[src/rtl/fft_input_loader.sv]
// Serial-to-parallel ping-pong frame loader feeding the 32-point FFT Stage1 real inputs.
// Define FFT_LOADER_BITREV_EN to store samples in bit-reversed slot order.
module fft_input_loader #(
    parameter int p_inputBits = 9,
    parameter int p_points    = 32,
    parameter int p_cntBits   = 8
) (
    input  logic                   CLK,
    input  logic                   RST,
    input  logic [p_inputBits-1:0] i_sample,
    input  logic                   i_valid,
    output logic                   o_ready,
    input  logic                   i_flush,
    output logic [p_inputBits-1:0] o_a0,
    output logic [p_inputBits-1:0] o_a1,
    output logic [p_inputBits-1:0] o_a2,
    output logic [p_inputBits-1:0] o_a3,
    output logic [p_inputBits-1:0] o_a4,
    output logic [p_inputBits-1:0] o_a5,
    output logic [p_inputBits-1:0] o_a6,
    output logic [p_inputBits-1:0] o_a7,
    output logic [p_inputBits-1:0] o_a8,
    output logic [p_inputBits-1:0] o_a9,
    output logic [p_inputBits-1:0] o_a10,
    output logic [p_inputBits-1:0] o_a11,
    output logic [p_inputBits-1:0] o_a12,
    output logic [p_inputBits-1:0] o_a13,
    output logic [p_inputBits-1:0] o_a14,
    output logic [p_inputBits-1:0] o_a15,
    output logic [p_inputBits-1:0] o_a16,
    output logic [p_inputBits-1:0] o_a17,
    output logic [p_inputBits-1:0] o_a18,
    output logic [p_inputBits-1:0] o_a19,
    output logic [p_inputBits-1:0] o_a20,
    output logic [p_inputBits-1:0] o_a21,
    output logic [p_inputBits-1:0] o_a22,
    output logic [p_inputBits-1:0] o_a23,
    output logic [p_inputBits-1:0] o_a24,
    output logic [p_inputBits-1:0] o_a25,
    output logic [p_inputBits-1:0] o_a26,
    output logic [p_inputBits-1:0] o_a27,
    output logic [p_inputBits-1:0] o_a28,
    output logic [p_inputBits-1:0] o_a29,
    output logic [p_inputBits-1:0] o_a30,
    output logic [p_inputBits-1:0] o_a31,
    output logic                   o_frame_valid,
    input  logic                   i_frame_ack,
    output logic [p_cntBits-1:0]   o_frame_cnt
);

    typedef logic [p_inputBits-1:0] sample_t;

    localparam logic [p_cntBits-1:0] cnt_one = 1;

    sample_t bank0     [p_points];
    sample_t bank1     [p_points];
    sample_t bank0_nxt [p_points];
    sample_t bank1_nxt [p_points];
    sample_t rd_bank   [p_points];
    sample_t a_reg     [p_points];

    logic                 wr_sel, wr_sel_nxt;
    logic                 rd_sel, rd_sel_nxt;
    logic [1:0]           full, full_nxt;
    logic [4:0]           wr_cnt, wr_cnt_nxt;
    logic [4:0]           wr_idx;
    logic [p_cntBits-1:0] frame_cnt, frame_cnt_nxt;
    logic                 frame_valid;
    logic                 accept, consume;

    function automatic logic [4:0] slot_of(input logic [4:0] n);
`ifdef FFT_LOADER_BITREV_EN
        return {n[0], n[1], n[2], n[3], n[4]};
`else
        return n;
`endif
    endfunction

    assign o_ready = ~full[wr_sel];
    // Flush outranks both handshakes, so it masks them here once.
    assign accept  = i_valid & o_ready & ~i_flush;
    assign consume = frame_valid & i_frame_ack & ~i_flush;
    assign wr_idx  = slot_of(wr_cnt);

    // NOTE: every variable gets a default first so always_comb never infers a latch.
    always_comb begin
        full_nxt      = full;
        wr_sel_nxt    = wr_sel;
        rd_sel_nxt    = rd_sel;
        wr_cnt_nxt    = wr_cnt;
        frame_cnt_nxt = frame_cnt;
        if (i_flush) begin
            full_nxt   = '0;
            wr_sel_nxt = 1'b0;
            rd_sel_nxt = 1'b0;
            wr_cnt_nxt = '0;
        end else begin
            if (accept) begin
                wr_cnt_nxt = wr_cnt + 5'd1;
                if (wr_cnt == 5'd31) begin
                    full_nxt[wr_sel] = 1'b1;
                    wr_sel_nxt       = ~wr_sel;
                end
            end
            if (consume) begin
                full_nxt[rd_sel] = 1'b0;
                rd_sel_nxt       = ~rd_sel;
                frame_cnt_nxt    = frame_cnt + cnt_one;
            end
        end
    end

    // Outputs are registered from next-state banks so a frame shows the cycle after its last sample.
    always_comb begin
        bank0_nxt = bank0;
        bank1_nxt = bank1;
        if (accept) begin
            if (wr_sel) bank1_nxt[wr_idx] = i_sample;
            else        bank0_nxt[wr_idx] = i_sample;
        end
        for (int k = 0; k < p_points; k++) begin
            rd_bank[k] = rd_sel_nxt ? bank1_nxt[k] : bank0_nxt[k];
        end
    end

    // NOTE: the banks are cleared on reset because the frame outputs must read zero after reset.
    always_ff @(posedge CLK or posedge RST) begin
        if (RST) begin
            for (int k = 0; k < p_points; k++) begin
                bank0[k] <= '0;
                bank1[k] <= '0;
                a_reg[k] <= '0;
            end
            full        <= '0;
            wr_sel      <= 1'b0;
            rd_sel      <= 1'b0;
            wr_cnt      <= '0;
            frame_cnt   <= '0;
            frame_valid <= 1'b0;
        end else begin
            bank0       <= bank0_nxt;
            bank1       <= bank1_nxt;
            a_reg       <= rd_bank;
            full        <= full_nxt;
            wr_sel      <= wr_sel_nxt;
            rd_sel      <= rd_sel_nxt;
            wr_cnt      <= wr_cnt_nxt;
            frame_cnt   <= frame_cnt_nxt;
            frame_valid <= full_nxt[rd_sel_nxt];
        end
    end

    assign o_frame_valid = frame_valid;
    assign o_frame_cnt   = frame_cnt;

    assign o_a0  = a_reg[0];
    assign o_a1  = a_reg[1];
    assign o_a2  = a_reg[2];
    assign o_a3  = a_reg[3];
    assign o_a4  = a_reg[4];
    assign o_a5  = a_reg[5];
    assign o_a6  = a_reg[6];
    assign o_a7  = a_reg[7];
    assign o_a8  = a_reg[8];
    assign o_a9  = a_reg[9];
    assign o_a10 = a_reg[10];
    assign o_a11 = a_reg[11];
    assign o_a12 = a_reg[12];
    assign o_a13 = a_reg[13];
    assign o_a14 = a_reg[14];
    assign o_a15 = a_reg[15];
    assign o_a16 = a_reg[16];
    assign o_a17 = a_reg[17];
    assign o_a18 = a_reg[18];
    assign o_a19 = a_reg[19];
    assign o_a20 = a_reg[20];
    assign o_a21 = a_reg[21];
    assign o_a22 = a_reg[22];
    assign o_a23 = a_reg[23];
    assign o_a24 = a_reg[24];
    assign o_a25 = a_reg[25];
    assign o_a26 = a_reg[26];
    assign o_a27 = a_reg[27];
    assign o_a28 = a_reg[28];
    assign o_a29 = a_reg[29];
    assign o_a30 = a_reg[30];
    assign o_a31 = a_reg[31];

endmodule

[config.mk]
export PLATFORM = sky130hd
export DESIGN_NAME = fft_input_loader
export DESIGN_NICKNAME = d
export VERILOG_FILES = /design/src/rtl/fft_input_loader.sv
export SDC_FILE = /design/constraint.sdc
export NUM_CORES = 1
export LEC_CHECK = 0
export ABC_CLOCK_PERIOD_IN_PS = 42200
export BUFFER_PORTS_ARGS = -buffer_cell sky130_fd_sc_hd__buf_2
export CAP_MARGIN = 20
export CORE_MARGIN = 4
export CORE_UTILIZATION = 25
export CTS_CLUSTER_DIAMETER = 40
export DETAILED_ROUTE_END_ITERATION = 6
export GPL_ROUTABILITY_DRIVEN = 0
export SLEW_MARGIN = 15
export SYNTH_ARGS = -nofsm -noshare
export SYNTH_HDL_FRONTEND = slang
export SYNTH_SLANG_ARGS = --single-unit
[constraint.sdc]
create_clock -name CLK -period 42.2 [get_ports CLK]
set_input_delay 4.22 -clock CLK [delete_from_list [all_inputs] [get_ports CLK]]
set_output_delay 4.22 -clock CLK [all_outputs]
set_load 0.05 [all_outputs]
==> results.json, run 1 <==
{
  "synth.ff_latch_count": 882,
  "cp.depth": 6,
  "worst_slack_ns": 35.01,
  "peakVddDrop_mv": 0.03599,
  "min-delay-start": "bank1[122]$_DFF_PP0_",
  "rows": 138,
  "cts-buffers-inserted": 145,
  "critPathKind": "in2async",
  "viasPerCell": 4.734,
  "cts-htree-levels": 4,
  "drive_gt1_share_pct": 41.61,
  "fp.dieArea_um2": 149800,
  "crit_chain": "buf_2 -> inv_8 -> buf_12 -> buf_4 -> buf_4 -> buf_4",
  "crit_start": "RST",
  "worstHoldPathType": "reg2reg",
  "layout_min_cycle_time_ns": 7.194,
  "io_pins": 312,
  "final_cell_mix": "dfrtp_1, mux2_2, buf_2",
  "finClkSkew_ns": 0.04937,
  "max_slew_margin_pct": 28.27,
  "fillCellCount": 14180,
  "syn2layout_area_growth_pct": 23.91,
  "grtUsageTotal_pct": 15.00,
  "fmax_mhz": 139.0,
  "syn_area_um2": 35930,
  "crit_path_frequent_cell": "buf_4",
  "ctsResizeCount": 0,
  "grt_pass1_wl_mm": 167.6,
  "avgSynthCellArea_um2": 13.06,
  "p_leak_nw": 21.73,
  "drt_iter0_markers": 1634,
  "multiInputGateArea_um2": 12920,
  "clk_latency_ns": 0.77,
  "path_buf_inv": 6,
  "tightest_slew_ns": 1.070,
  "layout_commonest_cell": "dfrtp_1",
  "hold_viol": 0,
  "core_um2": 142100,
  "maxSlewViolCount": 0,
  "p_int_mw": 1.686,
  "worstPathMaxFanout": 140,
  "vias": 23900,
  "total_power_mw": 2.287,
  "cts_tree": "yes",
  "clockBufferDepth": 3,
  "cts-root-buf": "clkbuf_16",
  "ys_types": 50,
  "clkPwrFrac_pct": 52.0,
  "power_frac_comb_pct": 8.3,
  "synthArstFlopShare_pct": 100.0,
  "cp_data_arrival_time_ns": 7.99,
  "worst_r2r_startpoint": "wr_sel$_DFFE_PP0P_",
  "synth_flop_cell": "dfrtp_1",
  "min_delay_path_depth": 2,
  "reg.largest.list": "bank0 x288, bank1 x288",
  "cts_setup_buffers": 0,
  "post_drt_wl_per_cell_um": 22.62,
  "power.density_nw_per_um2": 51.36,
  "first_global_vias": 24060,
  "postRouteWirelength_mm": 114.2,
  "ys_seq_area_share_pct": 61.43,
  "syn_inst": 2750,
  "drc_errors": 0,
  "p_seq_share_pct": 39.7,
  "slowest_delay_ns": 0.83,
  "clkTransAtPathRegs_ns": 0.06,
  "cp-end-kind": "asynchronous set/reset pin",
  "ff2ff_path_depth": 5,
  "synth-edff-count": 0,
  "grt_max_degree": 176,
  "crit_slowest_cell": "buf_4",
  "cp_top_family": "buffers and inverters",
  "die_h_um": 387.1,
  "synth_warnings": 0,
  "nets": 3056,
  "outcome": "complete, no violations",
  "yosys-top-cells-area": "dfrtp_1, mux2_2, o221a_2",
  "drv_cap": 0,
  "pre_cts_ws_ns": 34.08,
  "post-route-period-util_pct": 17.05,
  "synth_area_leader_cell": "dfrtp_1",
  "synth.net_count": 2770,
  "dr.pass1.iters": 5,
  "start_util_pct": 25.28,
  "ant_nets": 0,
  "grt.overflow.total": 0,
  "hold_buffers": 0,
  "antenna_found_initial": 11,
  "p_sw_mw": 0.6003,
  "numPortBuffers": 311,
  "rsz0062_at_grt": "false",
  "die_width_um": 387.1,
  "switching_share_pct": 26.25,
  "worstPathRequired_ns": 43.00,
  "setup.worst_path.start_class": "input pin",
  "clock_sinks": 882,
  "setup_viol_count_final": 0,
  "regArea_um2": 22070,
  "dp_hpwl_mm": 69.70,
  "yosys.area.top_type_share_pct": 61.43,
  "fin_setup_tns_ns": 0
}
==> synth_stat cells, types with 3 or more instances <==
cell / count
buf_1: 8
mux2i_2: 4
buf_2: 43
inv_1: 13
o221a_1: 3
mux2i_1: 20
xor2_1: 5
nor3_1: 28
xnor2_1: 6
o221a_2: 204
ha_1: 6
nor3_4: 3
dfrtp_1: 882
nand3_1: 150
nand2_1: 217
mux2_4: 8
o211ai_2: 36
mux2_2: 400
o21ai_0: 179
or3_1: 211
nor4_2: 5
nor2_1: 20
o211ai_1: 36
nand4b_1: 5
o21ai_1: 15
buf_4: 3
clkbuf_1: 176
nor4bb_1: 6
nor3_2: 11
nand2b_1: 6
nand4bb_1: 3
a211oi_1: 9
and3_1: 3
nor2_2: 5
==> worst min-delay path, cell delays in order (launching register included) <==
cell	delay [ns]
dfrtp_1	0.33
nand3_1	0.08
o211ai_2	0.07
==> layout make-up <==
type,instances,area share [%]
antenna,4,0.02248
clock buffer,186,9.087
clock inverter,78,2.099
inverter,14,0.1518
multi-input combinational,1623,29.02
sequential,882,49.58
tap,1890,5.312
timing repair buffer,370,4.727
==> per-stage QoR <==
stage | hold slack [ns] | area [um2] | std cells | util [%]
after floorplan | 0.4495 | 35930 | 2750 | -
after global placement | 0.4600 | 39480 | 4777 | 27.78
after detailed placement | 0.4634 | 39480 | 4777 | 27.78
after CTS | 0.4707 | 44460 | 5041 | 31.29
after global routing | 0.4935 | 44510 | 5043 | 31.32
final | 0.4710 | 44520 | 5047 | 31.33
==> power by group through the flow <==
stage	registers [mW]	logic (mW)	clock network (mW)
5_1_grt	0.911	0.203	1.26
4_1_cts	0.908	0.194	1.22
6_report	0.908	0.191	1.19
3_5_place_dp	0.922	0.194	0
2_1_floorplan	0.978	0.0721	0
3_3_place_gp	0.922	0.192	0
==> final timing paths <==
| check | end | slack [ns] |
|---|---|---|
| setup reg to reg | o_a9[5]$_DFF_PP0_ | 38.49 |
| hold / removal | o_a18[5]$_DFF_PP0_ | 0.47 |
| setup / recovery | bank1[154]$_DFF_PP0_ | 35.01 |
| max in group CLK | o_a9[5]$_DFF_PP0_ | 35.37 |
| min in group asynchronous | o_a8[7]$_DFF_PP0_ | 3.54 |
| hold reg to reg | o_a18[5]$_DFF_PP0_ | 0.47 |
==> metal layers <==
metal,track usage [%],up-vias,routed length (um)
met2,23.59,625,53170
li1,-,10730,-
met1,20.38,12390,50890
met4,4.437,0,2627
met3,3.883,154,7471
met5,0,-,0
==> kinds of logic (layout without fill, tap and decap cells) <==
| family | count (synthesis) | count (layout) | synth area share, % |
|---|---|---|---|
| XOR/XNOR | 11 | 11 | 0.2681 |
| flip-flops | 882 | 882 | 61.43 |
| buffers and inverters | 245 | 648 | 2.762 |
| adder cells (fa/ha/maj) | 6 | 6 | 0.2089 |
| AND/OR/NAND/NOR | 685 | 685 | 10.24 |
| AO/OA/AOI/OAI | 489 | 489 | 11.51 |
| multiplexers | 432 | 432 | 13.58 |
| other | 0 | 4 | 0 |
Note: power is estimated with default switching activity, not from simulation.
==> inputs of run 2 (changes only) <==
ABC_AREA = 1   (was unset)
ABC_CLOCK_PERIOD_IN_PS = 7360   (was 42200)
clock period = 7.36 ns   (was 42.2 ns; I/O delays follow)
==> run 2 against run 1 <==
  * Non-clock buffer count shrank 15
  * Critical endpoint is now o_a29[3]$_DFF_PP0_
  * Highest routed layer is now met5
  * Sequential power grew to 5.6 times the previous value
  * Sequential share of layout area down 2.3 points
  * Critical path type is now reg2reg
  * Design area rose by 4.9%
  * Clock power rose to 6.3 times the previous value
==> results.json, run 2 <==
{
  "drv_cap": 0,
  "worstPathRequired_ns": 8.03,
  "p_sw_mw": 3.416,
  "tightest_slew_ns": 1.230,
  "p_leak_nw": 23.80,
  "clockBufferDepth": 3,
  "power.density_nw_per_um2": 287.5,
  "synthAdderAreaFrac_pct": 0.2002,
  "synth_xor_area_share_pct": 0.1635,
  "worstPathMaxFanout": 65,
  "power_frac_comb_pct": 6.2,
  "numPortBuffers": 311,
  "critPathKind": "reg2reg",
  "cp-end-kind": "flip-flop",
  "fmax_mhz": 300.8,
  "antenna_found_initial": 9,
  "layout_min_cycle_time_ns": 3.324,
  "yosys-top-cells-area": "dfrtp_1, nand2_1, nand3_1",
  "outcome": "complete, no violations",
  "ys_types": 28,
  "viasPerCell": 4.460,
  "syn2layout_area_growth_pct": 24.55,
  "finClkSkew_ns": 0.03456,
  "synth.net_count": 4364,
  "synthTopCellsByCount": "nand2_1, dfrtp_1, nand3_1, inv_1, and2_1",
  "die_h_um": 395.3,
  "switching_share_pct": 25.44,
  "dr.pass1.iters": 5,
  "drive_gt1_share_pct": 14.57,
  "setup_viol_count_final": 0,
  "postRouteWirelength_mm": 127.1,
  "synth_mux_area_share_pct": 0,
  "synth_flop_cell": "dfrtp_1",
  "cts-htree-levels": 4,
  "syn_area_um2": 37500,
  "cts-root-buf": "clkbuf_16",
  "post-route-period-util_pct": 45.16,
  "avgSynthCellArea_um2": 8.633,
  "max_slew_margin_pct": 18.02,
  "ff2ff_path_depth": 10,
  "clkPwrFrac_pct": 56.1,
  "synth_top_family_by_area": "simple AND/OR/NAND/NOR gates",
  "grtUsageTotal_pct": 16.16,
  "setup.worst_path.start_class": "flip-flop",
  "clkTransAtPathRegs_ns": 0.05,
  "post_drt_wl_per_cell_um": 18.75,
  "maxSlewViolCount": 0,
  "cts-buffers-inserted": 155,
  "drc_errors": 0,
  "synth-edff-count": 0,
  "fin_setup_tns_ns": 0,
  "nets": 4669,
  "hold_buffers": 0,
  "synth_warnings": 0,
  "utilization_pct": 31.48,
  "synthArstFlopShare_pct": 100.0,
  "rsz0062_at_grt": "false",
  "grt.overflow.total": 0,
  "synth_area_leader_cell": "dfrtp_1",
  "start_util_pct": 25.28,
  "p_int_mw": 10.01,
  "worst_r2r_startpoint": "wr_sel$_DFFE_PP0P_",
  "yosys.area_share.simple_pct": 30.23,
  "io_pins": 312,
  "synth.ff_latch_count": 882,
  "reg.largest.list": "bank0 x288, bank1 x288",
  "core_um2": 148400,
  "total_power_mw": 13.43,
  "cts_tree": "yes",
  "yosys.area.top_type_share_pct": 58.85,
  "ant_nets": 0,
  "final_area_um2": 46710,
  "die_width_um": 395.3,
  "whs_ns": 0.1177,
  "ys_seq_area_share_pct": 58.85,
  "first_global_vias": 29880,
  "synth_compound_area_share_pct": 3.757,
  "placed_cell_area_um2": 41170,
  "syn_inst": 4344,
  "hold_viol": 0,
  "drt_iter0_markers": 2431,
  "fp.dieArea_um2": 156300,
  "worstHoldPathType": "in2async",
  "yosysMostFrequentCell": "nand2_1",
  "grt_max_degree": 164,
  "p_seq_share_pct": 37.7,
  "clk_latency_ns": 0.77,
  "cts_setup_buffers": 0,
  "final_cell_mix": "nand2_1, dfrtp_1, nand3_1",
  "vias": 30250,
  "layout_commonest_cell": "nand2_1",
  "dp_hpwl_mm": 77.39,
  "grt_pass1_wl_mm": 192.0,
  "timing.rr.end": "o_a29[3]$_DFF_PP0_",
  "rows": 141,
  "clock_sinks": 882,
  "peakVddDrop_mv": 0.1989,
  "cp_data_arrival_time_ns": 3.99,
  "reg2reg_slack_ns": 4.04,
  "ctsResizeCount": 0
}
-- run 2: final cells by class --
| cell class | count | area, um2 |
|---|---|---|
| diodes | 2 | 5.005 |
| clock buffers | 192 | 4209 |
| clock inverters | 94 | 1328 |
| fillers | 15300 | 101700 |
| inverters | 447 | 1693 |
| multi-input cells | 2808 | 12900 |
| flip-flops and latches | 882 | 22070 |
| well taps | 2002 | 2505 |
| repair buffers | 355 | 1998 |
-- run 2: cell families (layout without fill, tap and decap cells) --
kind of cell / Yosys count / in the layout
DFF: 882 / 882
other: 0 / 2
buffers and inverters: 654 / 1088
xor gates and xnor gates: 7 / 7
AOI/OAI and AO/OA: 229 / 229
adders and majority gates: 6 / 6
and+or+nand+nor: 2566 / 2566
-- run 2: worst max-delay path, stage by stage, from the launching register on --
cell and delay (ns):
dfrtp_1 0.46, inv_2 0.31, nand2_2 0.18, nand3_2 0.13, nor2_4 0.14, buf_4 0.45, buf_4 0.68, nand2_1 0.38
nand2_1 0.18, nand3_1 0.09, nand2_1 0.11
-- run 2: per-stage QoR --
stage               instances  setup slack [ns]
floorplan                4344            -5.504
global placement         6489             3.535
detailed placement       6494             3.776
CTS                      6780             4.072
global route             6780             3.759
finish                   6782             4.036
-- run 2: per-layer routing --
metal  vias up  part of all wire [%]  GRT usage [%]
met5         -                0.0055              0
met4         2                   2.7          5.218
met3       203                   6.8          3.878
met2       951                    46          25.27
met1     14900                    45          22.05
li1      14190                     -              -
-- run 2: how the worst max path moves through the flow --
stage	cells past startpoint	end	slack (ns)	start
finish	10	o_a29[3]$_DFF_PP0_	4.04	wr_sel$_DFFE_PP0P_
global route	10	o_a29[3]$_DFF_PP0_	3.76	wr_sel$_DFFE_PP0P_
CTS	10	o_a29[3]$_DFF_PP0_	4.07	wr_sel$_DFFE_PP0P_
detailed placement	9	o_a20[3]$_DFF_PP0_	3.78	i_flush
global placement	8	o_a8[4]$_DFF_PP0_	3.54	i_flush
floorplan	1	bank0[0]$_DFF_PP0_	-5.50	RST
-- run 2: power by group through the flow --
stage	clock [mW]	combinational, mW	sequential [mW]
3_5_place_dp	0	0.844	5.13
6_report	7.54	0.831	5.06
4_1_cts	7.69	0.847	5.06
5_1_grt	7.92	0.904	5.06
3_3_place_gp	0	0.840	5.14
2_1_floorplan	0	0.308	5.36
